### config.mk
export PLATFORM = sky130hd
export DESIGN_NAME = fetch_unit
export DESIGN_NICKNAME = d
export VERILOG_FILES = /design/src/rtl/fetch_unit.sv
export SDC_FILE = /design/constraint.sdc
export NUM_CORES = 1
export LEC_CHECK = 0
export CAP_MARGIN = 20
export CORE_MARGIN = 2
export CORE_UTILIZATION = 42
export CTS_CLUSTER_SIZE = 12
export DETAILED_ROUTE_END_ITERATION = 6
export PLACE_DENSITY = 0.69
export SETUP_SLACK_MARGIN = 0.2
export SLEW_MARGIN = 20
export SYNTH_ARGS = -nofsm -noshare
export SYNTH_HDL_FRONTEND = slang
export SYNTH_SLANG_ARGS = --single-unit
### constraint.sdc
create_clock -name clk -period 8.59 [get_ports clk]
set_input_delay 2.577 -clock clk [delete_from_list [all_inputs] [get_ports clk]]
set_output_delay 2.577 -clock clk [all_outputs]
set_load 0.03 [all_outputs]
### src/rtl/fetch_unit.sv
// Instruction-fetch stage: owns the PC, runs a one-outstanding-request handshake
// to instruction memory and feeds decode from a small FIFO tagged with the branch epoch.
module fetch_unit #(
  parameter logic [31:0] RESET_PC  = 32'h0000_0000,
  parameter int          BUF_DEPTH = 2
) (
  input  logic        clk,
  input  logic        rst,
  output logic        imem_req,
  output logic [31:0] imem_addr,
  input  logic        imem_gnt,
  input  logic        imem_rvalid,
  input  logic [31:0] imem_rdata,
  input  logic        redirect_en,
  input  logic [31:0] redirect_pc,
  input  logic        sel_stall,
  output logic [31:0] instr_out,
  output logic        branch_out,
  output logic        branch_ref,
  output logic [31:0] pc_out
);

  // state   | meaning
  // S_FETCH | request pc when buffer has room and no redirect is pending
  // S_WAIT  | one request accepted, waiting for its read data

  localparam logic [31:0] NOP = 32'hE320_F000;
  localparam int PW = (BUF_DEPTH > 1) ? $clog2(BUF_DEPTH) : 1;
  localparam int CW = $clog2(BUF_DEPTH + 1);
  localparam logic [CW-1:0] DEPTH_C = CW'(BUF_DEPTH);

  typedef enum logic {S_FETCH, S_WAIT} state_t;

  state_t          state;
  logic [31:0]     pc;
  logic [31:0]     req_pc;
  logic            epoch;
  logic            discard;
  logic [PW-1:0]   wr_ptr;
  logic [PW-1:0]   rd_ptr;
  logic [CW-1:0]   count;
  logic [31:0]     buf_instr [BUF_DEPTH];
  logic [31:0]     buf_pc    [BUF_DEPTH];
  logic            buf_epoch [BUF_DEPTH];

  logic fire, push, pop, empty;

  assign empty     = (count == '0);
  assign imem_req  = !rst && (state == S_FETCH) && (count < DEPTH_C) && !redirect_en;
  assign imem_addr = pc;
  assign fire      = imem_req && imem_gnt;
  assign push      = (state == S_WAIT) && imem_rvalid && !discard && !redirect_en;
  assign pop       = !empty && !sel_stall && !redirect_en;

  assign instr_out  = empty ? NOP   : buf_instr[rd_ptr];
  assign branch_out = empty ? epoch : buf_epoch[rd_ptr];
  assign pc_out     = empty ? pc    : buf_pc[rd_ptr];
  assign branch_ref = epoch;

  always_ff @(posedge clk) begin
    if (rst) begin
      state   <= S_FETCH;
      pc      <= RESET_PC;
      req_pc  <= RESET_PC;
      epoch   <= 1'b0;
      discard <= 1'b0;
      wr_ptr  <= '0;
      rd_ptr  <= '0;
      count   <= '0;
    end else if (redirect_en) begin
      pc     <= {redirect_pc[31:2], 2'b00};
      epoch  <= ~epoch;
      wr_ptr <= '0;
      rd_ptr <= '0;
      count  <= '0;
      // A response landing in the redirect cycle is the outstanding one; nothing left to squash.
      if (state == S_WAIT) begin
        if (imem_rvalid) begin
          state   <= S_FETCH;
          discard <= 1'b0;
        end else begin
          discard <= 1'b1;
        end
      end
    end else begin
      case (state)
        S_FETCH: begin
          if (fire) begin
            req_pc <= pc;
            pc     <= pc + 32'd4;
            state  <= S_WAIT;
          end
        end
        S_WAIT: begin
          if (imem_rvalid) begin
            discard <= 1'b0;
            state   <= S_FETCH;
          end
        end
        default: state <= S_FETCH;
      endcase
      if (push) begin
        buf_instr[wr_ptr] <= imem_rdata;
        buf_pc[wr_ptr]    <= req_pc;
        buf_epoch[wr_ptr] <= epoch;
        wr_ptr            <= wr_ptr + PW'(1);
      end
      if (pop) rd_ptr <= rd_ptr + PW'(1);
      if (push && !pop)      count <= count + CW'(1);
      else if (!push && pop) count <= count - CW'(1);
    end
  end

  // The cycle right after reset may still see a response to a request issued before it.
  a_rvalid_in_wait: assert property (@(posedge clk) disable iff (rst)
    (imem_rvalid && !$past(rst)) |-> (state == S_WAIT));
  a_count_bound: assert property (@(posedge clk) count <= DEPTH_C);
  a_addr_align: assert property (@(posedge clk) imem_addr[1:0] == 2'b00);

endmodule

# Yosys cells after proc, flatten, opt, wreduce, memory -nomap -nowiden
# Memories as Yosys holds them, arrays and structs flattened. A register that Yosys moved wholly into a read port is not among the register bits.
# Index checks and enable logic that the tools add are counted.
# totals
out_inout_bits,99
ff_bits,71
ramBits,130
memories,3
elab_cells,76
# memory_table
memory,depth,width,rd,rd_clocked_by_memory_dff,write_ports,line_no,source
buf_instr,2,32,1,1,1,42,logic [31:0] buf_instr [BUF_DEPTH];
buf_pc,2,32,1,1,1,43,logic [31:0] buf_pc [BUF_DEPTH];
buf_epoch,2,1,1,1,1,44,logic buf_epoch [BUF_DEPTH];
# op_classes
eq_ne,1
n_lt_le_gt_ge,1
addsub,5
mux,27
n_bitwise,3
n_reduce_logical,27
# ops
cell,n
two-way mux 32 bit,5
adder 32 x 3 -> 32 bit (second input constant),1
two-way mux 1 bit,19
logical AND 1 bit,11
logical NOT 1 bit,7
AND reduction 2 bit,3
nonzero test 2 bit,3
two-way mux 2 bit,2
inverter 1 bit,3
AND reduction 3 bit,1
adder 1 bit (second input constant),2
adder 2 x 1 -> 2 bit (second input constant),1
logical NOT 2 bit,1
< comparator 2 bit (second input constant),1
inequality test 2 bit (second input constant),1
case mux 1 bit (2 select lines),1
OR reduction 2 bit,1
subtractor 2 x 1 -> 2 bit (second input constant),1

# Depth between registers and ports, before layout
# depth
depth_word,8
depth_mapped,8
depth_no_buf,7

# Worst setup path after synthesis
# OpenSTA, ideal clock, no wires.
# synth_timing
kind,in2reg
start,in rst
end,mem buf_epoch[1] (enable)
arrival_time_ns,7.635
slack_ns,0.381
setup_ns,0.575
path_stages,3
required_time_ns,8.015
path_cell_list,clkbuf_1 -> buf_1 -> nor3b_1
# synth_between
elab_chain_cells,2
# synth_rtl
element,line_no,source
"start, declared",8,"input logic rst,"
two-way mux 1 bit,61,if (rst) begin
two-way mux 1 bit (implied by the code),105,buf_epoch[wr_ptr] <= epoch;
"end, declared",44,
# No other way between the ends.

# Worst setup path in the final report
# layout_timing
start,in redirect_en
end,out imem_req
# layout_between
elab_chain_cells,2
# layout_rtl
element,line_no,source
"start, declared",14,"input logic redirect_en,"
logical NOT 1 bit,49,assign imem_req = !rst && (state == S_FETCH) && (count < DEPTH_C) && !redirect_en;
logical AND 1 bit,49,
"end, declared",9,"output logic imem_req,"
# No other way between the ends.

==> impl_metrics.py <==
metrics = {
    "setup_path": {
        "reg2reg_to": "count[1]",
        "crit_path_cell_trace": "clkdlybuf4s50_1 > or2_2 > nor3_1 > clkdlybuf4s50_1",
        "arrival_ps": 4410,
        "worstSetupStartpointType": "primary input",
        "cpPeakStageDelay_ps": 740,
        "worstPathMaxFanout": 8,
        "cp-end-kind": "output pin",
        "reg2reg_from": "count[1]",
        "r2r_cells": 6,
        "required_ps": 6010,
        "crit_top_cell": "clkdlybuf4s50_1",
        "critical_path_class": "primary input to output pin",
        "rrSetupSlack_ps": 5970,
        "crit_slowest_cell": "clkdlybuf4s50_1",
    },
    "cells_and_area": {
        "antenna_cells": 0,
        "nets": 915,
        "drive_gt1_frac": 0.0607,
        "area_delta_synth_final_pct": 29.8,
        "nFillCells": 1629,
    },
    "pwr": {
        "p_leak_nw": 3.39,
        "power.density_mw_per_mm2": 189,
        "peakVddDrop_v": 0.000139,
    },
    "synthesis": {
        "synthSimpleGateAreaFrac": 0.143,
        "yosysUniqueCellTypes": 48,
        "synth_edf_count": 126,
        "synth_top_family_by_area": "simple AND/OR/NAND/NOR gates",
        "ys.warnings.count": 0,
        "syn_area_per_cell_um2": 11.5,
        "synthMuxAreaShare": 0.0779,
        "ys_ff_latch": 194,
        "synth.top_cell.area_share": 0.468,
        "synth_fa_ha_area_frac": 0.00309,
        "synth_common_cells": "126 x edfxtp_1, 119 x nand2_1, 68 x dfxtp_1, 63 x mux2i_1, 51 x nor2_1",
        "synthFlopType": "edfxtp_1",
        "synthXorXnorAreaFrac": 0.0141,
        "synth.most_common_cell": "edfxtp_1",
        "yosysTopAreaCell": "edfxtp_1",
        "synth_area_mm2": 0.00809,
        "synthCells": 706,
        "synth_compound_area_frac": 0.0932,
        "ys_seq_area_frac": 0.636,
        "synthTopCellsByArea": "edfxtp_1 47%, dfxtp_1 17%, mux2i_1 7.8%",
        "async_reset_ff_frac": 0,
    },
    "timing": {
        "slew_headroom": 0.293,
        "setup_viol": 0,
        "maxSlewViolCount": 0,
        "fin_skew_ps": 12.9,
        "rsz0062_at_grt": "no",
        "tightest_slew_ps": 1060,
        "hold_viol_final": 0,
        "post-route-min-period_ps": 6990,
        "layout_setup_ws_ps": 1600,
        "fin_crit_sh": 0.814,
        "fmax_mhz": 143,
        "finalSetupTns_ps": 0,
    },
    "place": {
        "place_congestion": 0.774,
        "hpwlAfterDp_um": 12500,
        "pre_cts_ws_ps": 1590,
        "port_buffers": 162,
    },
    "drt": {
        "wl_per_cell_um": 17.7,
        "vias": 5841,
        "viasPerCell": 5.23,
        "drc": 0,
        "ant_nets": 0,
        "drt_iter0_drc": 377,
        "wl_um": 19700,
        "drt_first_pass_iters": 7,
    },
    "clocking": {
        "cts.clk_slew.worst_paths_ps": 70,
        "htree_levels": 4,
        "numCtsBuffers": 17,
        "hold_buffers": 0,
        "insertion_delay_ps": 430,
        "cts_resized": 0,
        "cts_buffer_depth": 2,
        "cts-root-buf": "clkbuf_16",
        "cts_setup_buffers": 0,
        "clock_sinks": 194,
        "tritoncts": "yes",
    },
    "hold_path": {
        "hold_path_end": "buf_pc[1][11]",
        "hold_depth": 0,
        "hold_class": "flip-flop to flip-flop",
        "worstHoldStart": "req_pc[11]",
    },
    "flow_run": {
        "maxCapViolations": 0,
    },
    "grt": {
        "grt_max_degree": 66,
        "grt_usage": 0.197,
        "antenna_found_initial": 0,
        "grt.overflow.total": 0,
        "grt_pass1_vias": 5537,
        "grt_pass1_wl_um": 30200,
    },
    "die": {
        "dieArea_mm2": 0.0204,
        "core_area_mm2": 0.0188,
        "initial_core_util": 0.430,
        "die_h_um": 143,
        "core.rowCount": 50,
        "dieWidth_um": 143,
        "pin_count": 169,
    },
    "status": {
        "status": "completed",
    },
}
==> state kept, by name, indices dropped and copies added, names as in the netlist, named ones only <==
| signal | flops |
|---|---|
| buf_instr | 64 |
| buf_pc | 60 |
| imem_addr | 30 |
| req_pc | 30 |
| buf_epoch | 2 |
| count | 2 |
| branch_ref | 1 |
| discard | 1 |
| rd_ptr | 1 |
| state | 1 |
| wr_ptr | 1 |
==> final cells by class <==
cell class                 instances  area (µm²)  area share
multi-input combinational        452        2730       0.260
sequential                       194        5150       0.490
clock inverter                    15         140      0.0133
inverter                           8        30.0     0.00286
timing repair buffer             170        1700       0.162
tap                              260         325      0.0310
clock buffer                      17         425      0.0405
==> stage by stage <==
step / total power, mW / cell area (µm²) / cells / hold WS (ps) / util
6_report: 1.98 / 10500 / 1116 / 449 / 0.558
5_1_grt: 2.05 / 10500 / 1116 / 468 / 0.558
4_1_cts: 2.00 / 10500 / 1116 / 454 / 0.557
3_5_place_dp: 1.24 / 9930 / 1084 / 437 / 0.527
3_3_place_gp: 1.23 / 9930 / 1084 / 429 / 0.527
2_1_floorplan: 1.14 / 8100 / 709 / 425 / -
==> worst max-delay path by stage <==
stage,to,startpoint,slack [ps],cells after the start
after detailed placement,imem_req,redirect_en,1590,4
final,imem_req,redirect_en,1600,4
after CTS,imem_req,redirect_en,1580,4
after global routing,imem_req,redirect_en,1560,4
after global placement,imem_req,redirect_en,1600,4
after floorplan,buf_epoch[1],rst,380,3
==> logic make-up after synthesis <==
logic type / count (synthesis)
buffers and inverters: 63
and+or+nand+nor: 247
AOI/OAI and AO/OA: 123
muxes: 63
other: 1
DFF: 194
xor gates and xnor gates: 13
adders and majority gates: 2
==> per-layer routing <==
layer / track usage / share of wire / up-vias
li1: - / - / 2844
met1: 0.267 / 0.45 / 2762
met2: 0.312 / 0.47 / 209
met3: 0.0429 / 0.068 / 26
met4: 0.0698 / 0.016 / 0
met5: 0 / 0 / -
==> power by group <==
| part | internal [mW] | total (mW) | switching (mW) | leakage, nW |
|---|---|---|---|---|
| sequential | 1.00 | 1.03 | 0.0255 | 1.77 |
| clock | 0.426 | 0.766 | 0.340 | 0.282 |
| combinational | 0.0833 | 0.188 | 0.104 | 1.33 |
==> placed cells by master, fill, tap and decap left out, types with 14 or more instances in the layout <==
| cell type | netlist | layout |
|---|---|---|
| nor2_1 | 51 | 49 |
| a21oi_1 | 40 | 40 |
| clkbuf_16 | 0 | 17 |
| dfxtp_1 | 68 | 67 |
| o21ai_0 | 38 | 38 |
| or3_1 | 14 | 14 |
| clkdlybuf4s50_1 | 0 | 161 |
| mux2i_1 | 63 | 63 |
| edfxtp_1 | 126 | 126 |
| nand2_1 | 119 | 119 |
==> critical path: cells and delay by family <==
kind | cells | cell delay (ps)
buffers and inverters | 2 | 1160
AND/OR/NAND/NOR | 2 | 680
Note: power is estimated with default switching activity, not from simulation.
